--- config.mk ---
export PLATFORM = sky130hd
export DESIGN_NAME = seg_scan_scheduler
export DESIGN_NICKNAME = d
export VERILOG_FILES = /design/src/rtl/seg_scan_scheduler.sv
export SDC_FILE = /design/constraint.sdc
export NUM_CORES = 1
export LEC_CHECK = 0
export ABC_AREA = 1
export CAP_MARGIN = 10
export CORE_AREA = 5 5 65 111
export CTS_BUF_LIST = sky130_fd_sc_hd__clkbuf_4 sky130_fd_sc_hd__clkbuf_8
export CTS_CLUSTER_SIZE = 10
export DETAILED_ROUTE_END_ITERATION = 8
export DIE_AREA = 0 0 70 116
export GPL_TIMING_DRIVEN = 0
export PLACE_DENSITY = 0.87
export SLEW_MARGIN = 15
export SYNTH_ARGS = -nofsm -noshare
export SYNTH_HDL_FRONTEND = slang
export SYNTH_SLANG_ARGS = --single-unit
export TNS_END_PERCENT = 100
--- constraint.sdc ---
create_clock -name clk -period 4.58 [get_ports clk]
set_input_delay 1.374 -clock clk [delete_from_list [all_inputs] [get_ports clk]]
set_output_delay 1.374 -clock clk [all_outputs]
set_load 0.01 [all_outputs]
--- src/rtl/seg_scan_scheduler.sv ---
// Four-digit seven-segment scan scheduler: per-digit dwell slot plus blank gap,
// new patterns taken only at frame boundaries via a valid/ready handshake.
module seg_scan_scheduler #(
  parameter int DWELL_CYCLES = 1000,
  parameter int BLANK_CYCLES = 16
) (
  input  logic        clk,
  input  logic        n_rst,
  input  logic        frame_valid,
  input  logic [31:0] frame_data,
  input  logic [3:0]  frame_mask,
  input  logic        blank,
  output logic        frame_ready,
  output logic        frame_done,
  output logic [3:0]  an_out,
  output logic [7:0]  seg_out,
  output logic [1:0]  dbg_state
);

  // Handshake: a frame transfers in any cycle with frame_valid & frame_ready;
  // ready is high in IDLE and in the last cycle of slot 3, and the producer
  // holds valid/data/mask stable until the transfer.

  localparam int  MAX_CYCLES = (DWELL_CYCLES > BLANK_CYCLES) ? DWELL_CYCLES : BLANK_CYCLES;
  localparam int  CW         = $clog2(MAX_CYCLES + 1);
  localparam bit  HAS_BLANK  = (BLANK_CYCLES > 0);
  localparam logic [CW-1:0] DWELL_LAST = CW'(DWELL_CYCLES - 1);
  localparam logic [CW-1:0] BLANK_LAST = CW'(HAS_BLANK ? BLANK_CYCLES - 1 : 0);

  typedef enum logic [1:0] {
    S_IDLE  = 2'd0,
    S_DWELL = 2'd1,
    S_BLANK = 2'd2
  } state_t;

  state_t        state_q, state_d;
  logic [1:0]    idx_q, idx_d;
  logic [CW-1:0] cnt_q, cnt_d;
  logic [31:0]   buf_q, buf_d;
  logic [3:0]    mask_q, mask_d;
  logic [3:0]    an_d;
  logic [7:0]    seg_d;
  logic          last_dwell, last_blank, slot_end, accept;

  assign dbg_state = state_q;

  always_ff @(posedge clk or negedge n_rst) begin
    if (!n_rst) begin
      state_q <= S_IDLE;
      idx_q   <= 2'd0;
      cnt_q   <= '0;
      buf_q   <= 32'hFFFF_FFFF;
      mask_q  <= 4'h0;
      an_out  <= 4'hF;
      seg_out <= 8'hFF;
    end else begin
      state_q <= state_d;
      idx_q   <= idx_d;
      cnt_q   <= cnt_d;
      buf_q   <= buf_d;
      mask_q  <= mask_d;
      an_out  <= an_d;
      seg_out <= seg_d;
    end
  end

  always_comb begin
    state_d     = state_q;
    idx_d       = idx_q;
    cnt_d       = cnt_q;
    buf_d       = buf_q;
    mask_d      = mask_q;
    an_d        = 4'hF;
    seg_d       = 8'hFF;
    last_dwell  = (state_q == S_DWELL) && (cnt_q == DWELL_LAST);
    last_blank  = (state_q == S_BLANK) && (cnt_q == BLANK_LAST);
    slot_end    = HAS_BLANK ? last_blank : last_dwell;
    frame_done  = slot_end && (idx_q == 2'd3);
    frame_ready = (state_q == S_IDLE) || frame_done;
    accept      = frame_valid && frame_ready;

    case (state_q)
      S_IDLE: begin
        if (accept) begin
          state_d = S_DWELL;
          idx_d   = 2'd0;
          cnt_d   = '0;
        end
      end
      S_DWELL: begin
        if (last_dwell) begin
          cnt_d = '0;
          if (HAS_BLANK) state_d = S_BLANK;
          else           idx_d   = idx_q + 2'd1;
        end else begin
          cnt_d = cnt_q + CW'(1);
        end
      end
      S_BLANK: begin
        if (last_blank) begin
          cnt_d   = '0;
          state_d = S_DWELL;
          idx_d   = idx_q + 2'd1;
        end else begin
          cnt_d = cnt_q + CW'(1);
        end
      end
      default: state_d = S_IDLE;
    endcase

    if (accept) begin
      buf_d  = frame_data;
      mask_d = frame_mask;
    end

    // Outputs are registered from next-cycle state so they line up with the slot.
    if ((state_d == S_DWELL) && mask_d[idx_d] && !blank) begin
      an_d  = ~(4'b0001 << idx_d);
      seg_d = buf_d[{idx_d, 3'b000} +: 8];
    end
  end

endmodule

==> results.json <==
{
  "status": "finished, final reports clean",
  "io_buffers": 54,
  "cts_tree": "built",
  "min_from": "buf_q[25]",
  "p_sw_share_pct": 33.26,
  "hpwl_um": 5453,
  "grt_pass1_wl_um": 12410,
  "path_buf_inv": 3,
  "end_kind": "output port",
  "r2r_start": "dbg_state[0]",
  "cts.reportedPaths.clkPinSlew_ns": 0.07,
  "intPower_uw": 1474,
  "drt_wl_total_um": 7380,
  "die_w_um": 70,
  "rsz0062_at_grt": "no",
  "cap_violations": 0,
  "rows": 38,
  "p_comb_share_pct": 33.8,
  "cts_hold_buffers": 0,
  "cellLeakagePower_uw": 0.001896,
  "antenna_cells": 0,
  "viasPerCell": 5.020,
  "max-slew-margin-rel_pct": 49.34,
  "ys_top_cells_by_count": "nand2_1 (162), dfstp_2 (44), nand3_1 (41)",
  "synth_most_common_cell": "nand2_1",
  "die_area_um2": 8120,
  "synthArstFlopShare_pct": 100.0,
  "remaining_drc_errors": 0,
  "setup_viol": 0,
  "cts_root_buf": "clkbuf_8",
  "max_stage_delay_ns": 0.56,
  "netlist.area_leader.share_pct": 37.56,
  "synth_cells": 389,
  "hold_depth": 2,
  "critPathArrivalTime_ns": 2.52,
  "vias": 2706,
  "worst_pin_slew_ns": 0.7598,
  "worstReg2RegEnd": "an_out[0]",
  "synth.distinct_cells": 28,
  "cts_resized": 0,
  "powerDensity_nw_per_um2": 559.7,
  "utilization_pct": 63.83,
  "syn_to_final_growth_pct": 28.17,
  "synth_warnings": 0,
  "critPathMaxFanout": 10,
  "clock_latency_ns": 0.34,
  "antenna_found_initial": 0,
  "reg2reg_depth": 15,
  "cts_setup_buffers": 0,
  "fin_crit_ns": 3.896,
  "place_congestion": 0.9208,
  "dr.pass1.iters": 6,
  "p_sw_uw": 734.5,
  "drv_slew": 0,
  "clockPowerShare_pct": 24.7,
  "crit_chain": "inv_1, ha_1, nand2_1, nor3_2, nand3_2, nand2_4, buf_2, clkdlybuf4s50_1",
  "cp-start-kind": "flop",
  "drive_above_1_share_pct": 19.39,
  "synth_edf_count": 0,
  "cp_data_required_time_ns": 3.21,
  "cts_buffers": 9,
  "synth.net_count": 435,
  "core-area_um2": 6181,
  "final.setup.tns_ns": 0,
  "htreeDepth": 3,
  "share_seq_of_total_power_pct": 41.6,
  "vdd_drop_max_mv": 0.3679,
  "reg2reg_slack_ns": 2.21,
  "grt_start_max_net_pins": 63,
  "ios": 56,
  "whs_ns": 0.4723,
  "crit_type": "flop to output port",
  "hold_class": "flop to flop",
  "ant_nets": 0,
  "startpoint": "dbg_state[0]",
  "synthTopCellsByArea": "dfstp_2 (38%), nand2_1 (20%), dfrtp_1 (15%)",
  "avgSynthCellArea_um2": 7.912,
  "yosysSeqAreaShare_pct": 52.20,
  "hold_path_end": "buf_q[25]",
  "ys_ff_latch": 62,
  "start_util_pct": 49.80,
  "synth_area_um2": 3078,
  "die_h_um": 116,
  "wl_per_cell_um": 13.69,
  "cts.sinks": 62,
  "final_nets": 500,
  "clockBufferDepth": 2,
  "gr-total-overflow": 0,
  "crit_family": "buffers and inverters",
  "first_iter_violations": 140,
  "crit_slowest_cell": "clkdlybuf4s50_1",
  "grt_pass1_vias": 2800,
  "synth_top_area_cell": "dfstp_2",
  "hold_violations": 0,
  "fmax_mhz": 256.7,
  "track_usage_pct": 19.35,
  "synth_flop_cell": "dfstp_2",
  "fin_crit_sh_pct": 85.07,
  "finalClockSkew_ns": 0.006460
}
layer usage:
metal	vias to the layer above	routed length [um]	track usage, %
li1	1345	-	-
met3	12	283	4.861
met5	-	0	0
met2	64	4075	36.32
met4	0	136	7.801
met1	1285	2885	20.47
through the flow:
step	power [uW]	cells	setup WS [ns]	area [um^2]
after floorplan	1399	389	1.782	3078
after global placement	1628	523	0.3336	3719
after detailed placement	1664	523	1.060	3716
after CTS	2219	539	0.6754	3945
after global routing	2345	539	0.5445	3945
final	2208	539	0.6837	3945
flip-flops by register name, summed over array words and instances, names as in the netlist:
name,cells
an_out,4
buf_q,32
cnt_q,10
dbg_state,2
idx_q,2
mask_q,4
seg_out,8
worst reg2reg max path, delay by kind of cell (launching register included):
family	cells	cell delay [ns]
adder cells (fa/ha/maj)	1	0.23
AND/OR/NAND/NOR	10	1.09
flip-flops	1	0.44
buffers and inverters	3	0.45
AO/OA/AOI/OAI	1	0.08
kinds of logic after synthesis:
| family | count (synthesis) | synth area share, % |
|---|---|---|
| adder cells (fa/ha/maj) | 6 | 2.439 |
| XOR/XNOR | 3 | 0.8538 |
| flip-flops | 62 | 52.20 |
| buffers and inverters | 43 | 6.016 |
| AND/OR/NAND/NOR | 262 | 36.22 |
| AO/OA/AOI/OAI | 13 | 2.277 |
cell type report:
class | instances | area, um^2
tap | 80 | 100.1
clock buffer | 12 | 158.9
multi-input combinational | 284 | 1286
clock inverter | 4 | 70.07
timing repair buffer | 54 | 538.0
buffer | 13 | 72.57
sequential | 62 | 1607
fill | 519 | 2236
inverter | 30 | 112.6
layout by cell type (no fill, tap or decap), drive strengths merged, types with 3 or more instances in the layout:
cell	netlist	layout
inv	30	30
nor2	36	36
a21oi	7	7
buf	9	10
o21ai	5	5
nand3	42	42
nand2	171	171
nor3	6	6
nand3b	3	3
dfrtp	18	18
ha	6	6
clkdlybuf4s50	0	53
dfstp	44	44
clkbuf	4	16
worst max-delay path by stage:
| stage | end | slack (ns) | depth (start not counted) |
|---|---|---|---|
| 3_5_place_dp | frame_ready | 1.06 | 8 |
| 2_1_floorplan | frame_ready | 1.78 | 7 |
| 5_1_grt | frame_ready | 0.54 | 8 |
| 4_1_cts | frame_ready | 0.68 | 8 |
| 6_report | frame_ready | 0.68 | 8 |
| 3_3_place_gp | cnt_q[8] | 0.33 | 1 |
power by group through the flow:
stage	clock network, uW	registers, uW	logic [uW]
detailed placement	0	925	739
global route	581	930	834
finish	545	918	746
floorplan	0	925	474
CTS	555	917	746
global placement	0	913	714
Note: power is estimated with default switching activity, not from simulation.
